==> src/rtl/pipe_ctrl_pkg.sv <==
// pipe_ctrl_pkg: shared state encoding, forward selects and register-index width for the hazard controller
package pipe_ctrl_pkg;

    localparam int REG_W = 5;

    typedef enum logic [1:0] {
        RUN     = 2'd0,
        REDIR   = 2'd1,
        MC_WAIT = 2'd2
    } state_t;

    localparam logic [1:0] FWD_RF  = 2'b00;
    localparam logic [1:0] FWD_WB  = 2'b01;
    localparam logic [1:0] FWD_MEM = 2'b10;

    // MEM result is younger than WB, so it wins; x0 is never forwarded
    function automatic logic [1:0] fwd_sel(
        input logic [REG_W-1:0] rs,
        input logic [REG_W-1:0] rd_mem,
        input logic             wr_mem,
        input logic [REG_W-1:0] rd_wb,
        input logic             wr_wb
    );
        return (wr_mem && rd_mem != '0 && rd_mem == rs) ? FWD_MEM :
               (wr_wb  && rd_wb  != '0 && rd_wb  == rs) ? FWD_WB  : FWD_RF;
    endfunction

endpackage

==> src/rtl/pipe_hazard_ctrl_fwd_unit.sv <==
// fwd_unit: combinational EX-stage operand forwarding selects
module fwd_unit
    import pipe_ctrl_pkg::*;
(
    input  logic [REG_W-1:0] Ra_EX,
    input  logic [REG_W-1:0] Rb_EX,
    input  logic [REG_W-1:0] Rd_MEM,
    input  logic             RegWr_MEM,
    input  logic [REG_W-1:0] Rd_WB,
    input  logic             RegWr_WB,
    output logic [1:0]       ForwardA,
    output logic [1:0]       ForwardB
);

    assign ForwardA = fwd_sel(Ra_EX, Rd_MEM, RegWr_MEM, Rd_WB, RegWr_WB);
    assign ForwardB = fwd_sel(Rb_EX, Rd_MEM, RegWr_MEM, Rd_WB, RegWr_WB);

endmodule

==> src/rtl/pipe_hazard_ctrl.sv <==
// pipe_hazard_ctrl: 5-stage pipeline stall/flush/forward controller; HAZARD_PERF_EN adds saturating perf counters
module pipe_hazard_ctrl
    import pipe_ctrl_pkg::*;
#(
    parameter int REDIRECT_BUBBLES = 1,
    parameter int MC_TIMEOUT       = 64
) (
    input  logic             CLK,
    input  logic             Reset,
    input  logic [REG_W-1:0] Ra_ID,
    input  logic [REG_W-1:0] Rb_ID,
    input  logic             UseRa_ID,
    input  logic             UseRb_ID,
    input  logic [REG_W-1:0] Ra_EX,
    input  logic [REG_W-1:0] Rb_EX,
    input  logic [REG_W-1:0] Rd_EX,
    input  logic             RegWr_EX,
    input  logic             MemtoReg_EX,
    input  logic [REG_W-1:0] Rd_MEM,
    input  logic             RegWr_MEM,
    input  logic [REG_W-1:0] Rd_WB,
    input  logic             RegWr_WB,
    input  logic             Redirect_EX,
    input  logic             MC_Start_EX,
    input  logic             MC_Done,
    output logic             PC_Wr,
    output logic             PC_Sel,
    output logic             IF_ID_Wr,
    output logic             IF_ID_Flush,
    output logic             ID_EX_Hold,
    output logic             ID_EX_Flush,
    output logic             EX_MEM_Bubble,
    output logic [1:0]       ForwardA,
    output logic [1:0]       ForwardB,
    output logic             MC_Timeout,
    output logic [31:0]      Stall_Cycles,
    output logic [31:0]      Flush_Count
);

    localparam int              TW      = $clog2(MC_TIMEOUT);
    localparam logic [TW-1:0]   TO_LAST = TW'(MC_TIMEOUT - 1);
    localparam logic [1:0]      RD_LAST = 2'(REDIRECT_BUBBLES - 2);

    state_t         state, state_n;
    logic [1:0]     rd_cnt;
    logic [TW-1:0]  to_cnt;
    logic           load_use;

    assign load_use = MemtoReg_EX && RegWr_EX && Rd_EX != '0 &&
                      ((UseRa_ID && Ra_ID == Rd_EX) || (UseRb_ID && Rb_ID == Rd_EX));

    fwd_unit u_fwd (
        .Ra_EX     (Ra_EX),
        .Rb_EX     (Rb_EX),
        .Rd_MEM    (Rd_MEM),
        .RegWr_MEM (RegWr_MEM),
        .Rd_WB     (Rd_WB),
        .RegWr_WB  (RegWr_WB),
        .ForwardA  (ForwardA),
        .ForwardB  (ForwardB)
    );

    // state register plus redirect/timeout counters, each cleared whenever its state is left
    always_ff @(posedge CLK) begin
        if (Reset) begin
            state  <= RUN;
            rd_cnt <= '0;
            to_cnt <= '0;
        end else begin
            state  <= state_n;
            rd_cnt <= (state == REDIR && state_n == REDIR) ? rd_cnt + 2'd1 : 2'd0;
            to_cnt <= (state == MC_WAIT && state_n == MC_WAIT) ? to_cnt + 1'b1 : '0;
        end
    end

    // next state and control decode; Reset forces the free-running defaults regardless of state
    always_comb begin
        state_n       = state;
        PC_Wr         = 1'b1;
        PC_Sel        = 1'b0;
        IF_ID_Wr      = 1'b1;
        IF_ID_Flush   = 1'b0;
        ID_EX_Hold    = 1'b0;
        ID_EX_Flush   = 1'b0;
        EX_MEM_Bubble = 1'b0;
        MC_Timeout    = 1'b0;
        if (!Reset) begin
            case (state)
                RUN: begin
                    if (Redirect_EX) begin
                        PC_Sel      = 1'b1;
                        IF_ID_Flush = 1'b1;
                        ID_EX_Flush = 1'b1;
                        state_n     = (REDIRECT_BUBBLES > 1) ? REDIR : RUN;
                    end else if (MC_Start_EX) begin
                        if (!MC_Done) begin
                            PC_Wr         = 1'b0;
                            IF_ID_Wr      = 1'b0;
                            ID_EX_Hold    = 1'b1;
                            EX_MEM_Bubble = 1'b1;
                            state_n       = MC_WAIT;
                        end
                    end else if (load_use) begin
                        PC_Wr       = 1'b0;
                        IF_ID_Wr    = 1'b0;
                        ID_EX_Flush = 1'b1;
                    end
                end
                REDIR: begin
                    IF_ID_Flush = 1'b1;
                    state_n     = (rd_cnt == RD_LAST) ? RUN : REDIR;
                end
                MC_WAIT: begin
                    if (MC_Done) begin
                        state_n = RUN;
                    end else if (to_cnt == TO_LAST) begin
                        MC_Timeout    = 1'b1;
                        EX_MEM_Bubble = 1'b1;
                        state_n       = RUN;
                    end else begin
                        PC_Wr         = 1'b0;
                        IF_ID_Wr      = 1'b0;
                        ID_EX_Hold    = 1'b1;
                        EX_MEM_Bubble = 1'b1;
                    end
                end
                default: state_n = RUN;
            endcase
        end
    end

`ifdef HAZARD_PERF_EN
    logic [31:0] stall_q, flush_q;
    logic        redir_acc;

    assign redir_acc = state == RUN && Redirect_EX;

    // saturating counts of PC-stalled cycles and accepted redirects
    always_ff @(posedge CLK) begin
        if (Reset) begin
            stall_q <= '0;
            flush_q <= '0;
        end else begin
            if (!PC_Wr && stall_q != '1) stall_q <= stall_q + 32'd1;
            if (redir_acc && flush_q != '1) flush_q <= flush_q + 32'd1;
        end
    end

    assign Stall_Cycles = stall_q;
    assign Flush_Count  = flush_q;
`else
    assign Stall_Cycles = '0;
    assign Flush_Count  = '0;
`endif

endmodule

==> config.mk <==
export PLATFORM = sky130hd
export DESIGN_NAME = pipe_hazard_ctrl
export DESIGN_NICKNAME = d
export VERILOG_FILES = /design/src/rtl/pipe_ctrl_pkg.sv /design/src/rtl/pipe_hazard_ctrl_fwd_unit.sv /design/src/rtl/pipe_hazard_ctrl.sv
export SDC_FILE = /design/constraint.sdc
export NUM_CORES = 1
export LEC_CHECK = 0
export CAP_MARGIN = 20
export CORE_MARGIN = 2
export CORE_UTILIZATION = 28
export CTS_CLUSTER_SIZE = 20
export DETAILED_ROUTE_END_ITERATION = 6
export PLACE_DENSITY = 0.77
export SYNTH_ARGS = -nofsm -noshare
export SYNTH_HDL_FRONTEND = slang
export SYNTH_SLANG_ARGS = --single-unit
==> constraint.sdc <==
create_clock -name CLK -period 2.4 [get_ports CLK]
set_input_delay 0.48 -clock CLK [delete_from_list [all_inputs] [get_ports CLK]]
set_output_delay 0.48 -clock CLK [all_outputs]
set_load 0.02 [all_outputs]
After elaboration in Yosys (flattened, before gate mapping)
Cells that the tools add are included.

Add/subtract/negate cells: 2. Equality and inequality tests: 12. Mux-type cells: 42. Bitwise logic cells: 2. Reductions and logical operators: 20.

Operators with widths (number): 5-bit == test (6); 1-bit 2-to-1 mux (29); 2-bit 2-to-1 mux (8); 5-bit nonzero test (3); 1-bit logical AND (13); 1-bit one-hot mux with 2 select lines (4); 6-bit by 1-bit adder with 6-bit output (second input constant) (1); 2-bit == test (second input constant) (3); 6-bit == test (second input constant) (1); 2-bit one-hot mux with 3 select lines (1); 2-bit by 1-bit == test with 1-bit output (second input constant) (2); 2-bit OR reduction (2); 2-bit by 1-bit adder with 2-bit output (second input constant) (1); 2-bit logical NOT (1); 1-bit NOT (2); 1-bit logical OR (1).

Flip-flop bits (word level): 10. Bits of input ports: 46. Output and inout port bits: 76. Word-level logic and storage cells: 81.

Logic depth before layout (Yosys ltp)
Gate-level depths: netlist (run 1).

Depth after elaboration: 9. Depth in mapped cells: 6. Gate-level depth less buffers: 5.

By module
Synthesis (run 1) repeated with hierarchy kept, for this count alone.

Cell total of the unflattened synthesis: 167. Area, all modules: 1351.3 um^2.

By module, submodules not included: pipe_hazard_ctrl (times used 1, cells each 133, area an instance 1081.0 um^2, seq. area each 200.2 um^2); fwd_unit (times used 1, cells each 34, area an instance 270.3 um^2, seq. area each 0.0 um^2).

Least setup slack after synthesis (run 1)
OpenSTA, ideal clock, no wires.

Kind: register to output. From: register to_cnt[0]. To: output PC_Wr. Arrival: 1962 ps. Path slack: -42 ps. Stages on the path, launching flop included: 7. Buffers on the path: 1. Cells stage by stage: dfxtp_1 ha_1 and3_1 a31o_2 a21boi_0 o21ba_2 buf_4.

Longest elaborated chain between the ends: 5.

Ends and longest elaborated chain: from (decl) (RTL line pipe_hazard_ctrl.sv:46) `logic [TW-1:0] to_cnt;`; from (signal assigned) (RTL line pipe_hazard_ctrl.sv:72) `to_cnt <= (state == MC_WAIT && state_n == MC_WAIT) ? to_cnt + 1'b1 : '0;`; 6-bit == test (RTL line pipe_hazard_ctrl.sv:116) `end else if (to_cnt == TO_LAST) begin`; 1-bit 2-to-1 mux (2 in a row); 1-bit one-hot mux with 2 select lines; 1-bit 2-to-1 mux; to (decl) (RTL line pipe_hazard_ctrl.sv:26) `output logic PC_Wr,`.

Every way passes these cells.

Final worst setup path (run 1)
From: input Ra_EX[4]. To: output ForwardA[0].

Longest elaborated chain between the ends: 4.

Ends and longest elaborated chain: from (decl) (RTL line pipe_hazard_ctrl.sv:14) `input logic [REG_W-1:0] Ra_EX,`; 5-bit == test (RTL line pipe_ctrl_pkg.sv:25) `(wr_wb && rd_wb != '0 && rd_wb == rs) ? FWD_WB : FWD_RF;`; 1-bit logical AND (RTL line pipe_ctrl_pkg.sv:25); 1-bit 2-to-1 mux (RTL line pipe_ctrl_pkg.sv:25); 2-bit 2-to-1 mux (*) (RTL line pipe_ctrl_pkg.sv:24) `return (wr_mem && rd_mem != '0 && rd_mem == rs) ? FWD_MEM :`; to (decl) (RTL line pipe_hazard_ctrl.sv:33) `output logic [1:0] ForwardA,`.

Every way passes the cells marked *; elsewhere a longest branch is shown, timed or not.

==> results.cfg, run 1 <==
[clock_network]
cts-root-buf = clkbuf_8
cts_inserted_buffers = 3
clock_latency_ns = 0.23
clock_path_buffers = 2
cts.clk_slew.worst_paths_ns = 0.04
cts_tree = built
htreeDepth = 1
clkSinkCount = 10
hold_buffers = 0

[floorplanning]
ioPinCount = 122
fp-row-count = 25
initial_core_util_pct = 28.7
core_area_um2 = 4660
die_w_um = 73.1
die_area_um2 = 5350
die_h_um = 73.1

[worst_setup_path]
crit_path_start = Ra_EX[4]
required_ns = 1.92
critPathArrivalTime_ns = 1.89
end_kind = output pin
critPathLaunchType = input pin
worstSetupPathType = in2out
r2r-start = to_cnt[0]
cp_max_fo = 2

[detailed_routing]
drt_iter0_markers = 16
wl_per_cell_um = 10.8
vias_per_cell = 3.98
drc_errors = 0
vias = 1203
drt-total-wl_um = 3280
firstDrtPassIters = 3
ant_nets = 0

[timing]
fin_crit_ns = 2.37
hold_viol = 0
skew_ns = 0.000738
rsz0062_at_grt = yes
finalMaxSlewViolations = 0
max_freq_ghz = 0.422
min_period_over_period_pct = 98.8
setup_viol = 0

[layout]
nFillCells = 468
stdcell_area_um2 = 2030
layout_commonest_cell = conb_1
final_cell_mix = conb_1 (64), buf_4 (26), xor2_1 (21), clkdlybuf4s50_1 (17), dlygate4sd2_1 (12)
drive_above_1_share_pct = 25.4
fin_nets = 298
areaGrowthSynthToFinish_pct = 52.1
antennaDiodeCount = 0

[global_route]
grt_pass1_vias = 1124
grt_pass1_wl_um = 4740
grt_max_degree = 8
grt_usage_pct = 11.6
grt-ovfl-total = 0
antenna_found_initial = 0

[power]
p_leak_nw = 1.00
vdd_drop_max_mv = 0.287
cellPowerDensity_nw_per_um2 = 316
power_uw = 643

[placement]
dp_hpwl_um = 2750
place_area_um2 = 1900
gp_congestion = 0.799
port_buffers = 57

[yosys]
synth_cell_types = 30
synthCells = 165
ys_warn_count = 0
ys_seq_area_share_pct = 15.0
synth_seq_cells = 10
synth.cell_area_um2 = 1340
syn-mean-instance-area_um2 = 8.11

[job]
cap_violations = 0

[worst_hold_path]
worstHoldStart = rd_cnt[0]
hp-class = reg2reg

[run_status]
status = completed
critical path, stage by stage:
cell and delay (ns):
dlygate4sd2_1 0.26, xor2_1 0.17, or4_4 0.53, nor4_4 0.27
buf_4 0.17
stage by stage:
stage / setup TNS (ns) / std cells / setup slack, ns / utilization, % / hold slack [ns]
after floorplan: 0 / 228 / 0.0917 / - / 0.398
after global placement: -4.81 / 297 / -0.689 / 40.7 / 0.416
after detailed placement: -4.90 / 297 / -0.699 / 40.7 / 0.419
after CTS: -0.0101 / 301 / -0.0101 / 42.2 / 0.428
after global routing: -0.0223 / 302 / -0.0223 / 43.7 / 0.466
final: 0 / 302 / 0.0281 / 43.7 / 0.423
cells in the mapped netlist:
master	count	area (um^2)
a21boi_0	2	15.0
dfxtp_1	10	200
nor4_2	2	25.0
ha_1	2	25.0
or4_1	5	37.5
a21oi_1	1	5.00
nor4_1	4	25.0
buf_4	65	488
nand2_1	2	7.51
o21ai_1	1	5.00
o21bai_1	1	7.51
conb_1	1	3.75
nor2b_1	2	12.5
and2_0	1	6.26
nor3_1	3	15.0
o21ba_2	1	10.0
xnor2_1	11	96.3
nand3_1	6	30.0
o211ai_1	1	7.51
xor2_1	23	201
and2_1	2	12.5
o21ai_2	1	8.76
and3_1	1	6.26
nand2b_1	1	6.26
inv_1	3	11.3
and3b_1	1	8.76
nor4b_1	1	8.76
a32oi_1	1	8.76
a31o_2	1	8.76
nor2_1	9	33.8
sequential cells by signal (all words and copies together) (netlist names):
name / count
to_cnt: 6
state: 2
rd_cnt: 2
report_power, final:
group | switching [mW] | internal (mW)
clock | 0.0582 | 0.109
combinational | 0.184 | 0.123
sequential | 0.00136 | 0.168
final timing paths:
check / to / slack, ns / depth (start not counted)
max: ForwardA[0] / 0.03 / 5
min: rd_cnt[0] / 0.42 / 1
max reg2reg: to_cnt[4] / 1.02 / 6
min reg2reg: rd_cnt[0] / 0.42 / 1
repair_timing:
action / CTS / global route
resized for setup: 88 / 29
setup endpoints to repair: 11 / 9
buffers inserted: 2 / 1
pin swaps: 12 / 10
cell families after synthesis:
group | after synthesis | synth area share (%)
buffers and inverters | 68 | 37.3
XOR/XNOR | 34 | 22.3
AO/OA/AOI/OAI | 10 | 5.71
flip-flops | 10 | 15.0
adder cells (fa/ha/maj) | 2 | 1.87
AND/OR/NAND/NOR | 40 | 17.6
other | 1 | 0.280
layer usage:
layer	routed length, um	part of all wire, %	global-route usage [%]	vias to the layer above
li1	-	-	-	583
met1	1080	33	11.9	538
met2	1790	55	22.4	78
met3	367	11	2.62	4
met4	38	1.2	4.12	0
met5	0	0	0	-
area by class of cell:
cell class / count / area (um^2) / share of cell area, %
Multi-Input combinational cell: 150 / 1000 / 49.4
Timing Repair Buffer: 82 / 709 / 34.9
Sequential cell: 10 / 200 / 9.84
Tap cell: 54 / 67.6 / 3.32
Clock buffer: 3 / 41.3 / 2.03
Inverter: 3 / 11.3 / 0.554
Note: power is estimated with default switching activity, not from simulation.
==> inputs of run 2 (changes only) <==
Settings changed: CAP_MARGIN 20 to unset.
==> results of run 2 <==
Final layout, timing and power as in run 1 (identical DEF).
==> inputs of run 3 (changes only) <==
Settings changed: SETUP_SLACK_MARGIN set to 0.5.
==> run 3 against run 2 <==
Net effect:
- sequential cell count did not move
- die area did not move
- sequential share of layout area fell by 0.36 points
- setup slack improved by 0.066 ns
- final area rose by 6.4%
- combinational power rose by 6%
- via count rose by 1.2%
- sequential power barely moved
- routed wire length rose by 8.5%
==> results.cfg, run 3 (synthesis results as in run 1) <==
[clock_network]
clock_path_buffers = 2
cts.clk_slew.worst_paths_ns = 0.05
clkSinkCount = 10
clock_latency_ns = 0.24
cts-root-buf = clkbuf_8
cts_inserted_buffers = 3
cts_tree = built
htreeDepth = 1

[worst_setup_path]
required_ns = 1.92
end_kind = output pin
timing.rr.end = to_cnt[0]
r2r-start = to_cnt[0]
worstSetupPathType = in2out
critPathSlowestCell = or4_4
path_buf_inv = 4
reg2regPathDepth = 6
endpoint = ForwardB[0]
crit_family = simple AND/OR/NAND/NOR gates
path_cells = buf_6 > or4_4 > o21ai_4 > buf_6 > buf_6 > nor4_4 > nor4_4 > buf_4
critPathLaunchType = input pin
path_depth = 8
cpMostUsedCell = buf_6
r2r_setup_slack_ns = 1.10
crit_path_start = Rd_MEM[0]
critPathArrivalTime_ns = 1.83
cp_max_fo = 2
cpPeakStageDelay_ns = 0.54

[layout]
areaGrowthSynthToFinish_pct = 61.8
stdcell_count = 307
final_cell_mix = conb_1 (64), buf_4 (23), xor2_1 (22), buf_6 (21), dlygate4sd2_1 (12)
regArea_um2 = 205
drive_above_1_share_pct = 37.9
reg.largest.list = to_cnt: 6 flops, rd_cnt: 2 flops, state: 2 flops
stdcell_area_um2 = 2160
multiInputGateArea_um2 = 1070
fin_util_pct = 46.4
layout_commonest_cell = conb_1
regMostFlops = to_cnt
antennaDiodeCount = 0
largest_reg_flops = 6
nFillCells = 438
fin_nets = 302

[worst_hold_path]
min_delay_path_depth = 1
hp-class = reg2reg

[power]
power_uw = 713
vdd_drop_max_mv = 0.360
cellPowerDensity_nw_per_um2 = 329
p_leak_nw = 1.04

[global_route]
antenna_found_initial = 0
grt_pass1_vias = 1160
grt-ovfl-total = 0
met2_usage_pct = 24.2
grt_max_degree = 7
grt_use_met3_pct = 1.52
grt_usage_pct = 12.3
use_met1_pct = 11.8
busiest_layer = met2
grt_pass1_wl_um = 5080

[floorplanning]
die_h_um = 73.1
fp-row-count = 25
ioPinCount = 122
die_w_um = 73.1
die_area_um2 = 5350
initial_core_util_pct = 28.7
core_area_um2 = 4660

[detailed_routing]
firstDrtPassIters = 4
vias_per_cell = 3.97
drc_errors = 0
wl_per_cell_um = 11.6
drt_iter0_markers = 9
drt-total-wl_um = 3560
vias = 1218
ant_nets = 0

[job]
cap_violations = 0

[timing]
setup_ws_ns = 0.0944
min_period_over_period_pct = 96.1
fin_tns_setup_ns = 0
fin_crit_ns = 2.31
skew_ns = 0.000796
finalMaxSlewViolations = 0
hold_ws_ns = 0.423
setup_viol = 0
max_freq_ghz = 0.434
rsz0062_at_grt = yes
hold_viol = 0

[placement]
dp_slack_ns = -0.701
place_area_um2 = 1960
gp_congestion = 0.800
dp_hpwl_um = 2580
dp.cells = 295
port_buffers = 57

[run_status]
status = completed
run 3: cell count changes in the layout (fill, tap and decap cells not counted), sizes merged:
cell / before / now
clkbuf: 8 / 10
buf: 35 / 53
clkdlybuf4s50: 17 / 5
dlymetal6s2s: 7 / 4
run 3: repair_timing:
item / 4_1_cts / 5_1_grt
pin swaps: 22 / 12
setup endpoints to repair: 12 / 11
hold buffers: 0 / 0
gates resized for setup: 163 / 39
gates cloned: 0 / 0
setup buffers: 5 / 3
run 3: how the worst min path moves through the flow:
stage,start,endpoint,slack (ns)
6_report,rd_cnt[0],rd_cnt[0],0.42
5_1_grt,rd_cnt[0],rd_cnt[0],0.46
3_5_place_dp,rd_cnt[0],rd_cnt[0],0.42
3_3_place_gp,rd_cnt[0],rd_cnt[0],0.41
4_1_cts,rd_cnt[0],rd_cnt[0],0.42
2_1_floorplan,rd_cnt[0],rd_cnt[0],0.40
run 3: layout make-up:
cell class	instances	share of cell area, %
well taps	54	3.12
inverters	3	0.520
multi-input cells	150	49.7
repair buffers	86	34.7
flip-flops and latches	10	9.48
clock buffers	4	2.54
run 3: worst register-to-register path, delay by kind of cell, from the launching register on:
kind / cells / cell delay, ns
AND/OR/NAND/NOR: 4 / 0.61
flip-flops: 1 / 0.35
buffers and inverters: 1 / 0.11
adder cells (fa/ha/maj): 1 / 0.15
run 3: per-layer routing:
metal,wire (um),vias up
li1,-,591
met5,0,-
met3,266,9
met4,101,0
met2,1960,69
met1,1230,549
run 3: where the power goes:
group / switching (mW) / leakage, nW / internal (mW)
logic: 0.192 / 0.932 / 0.133
registers: 0.000894 / 0.0819 / 0.166
clock network: 0.0751 / 0.0288 / 0.145
total: 0.268 / 1.04 / 0.444
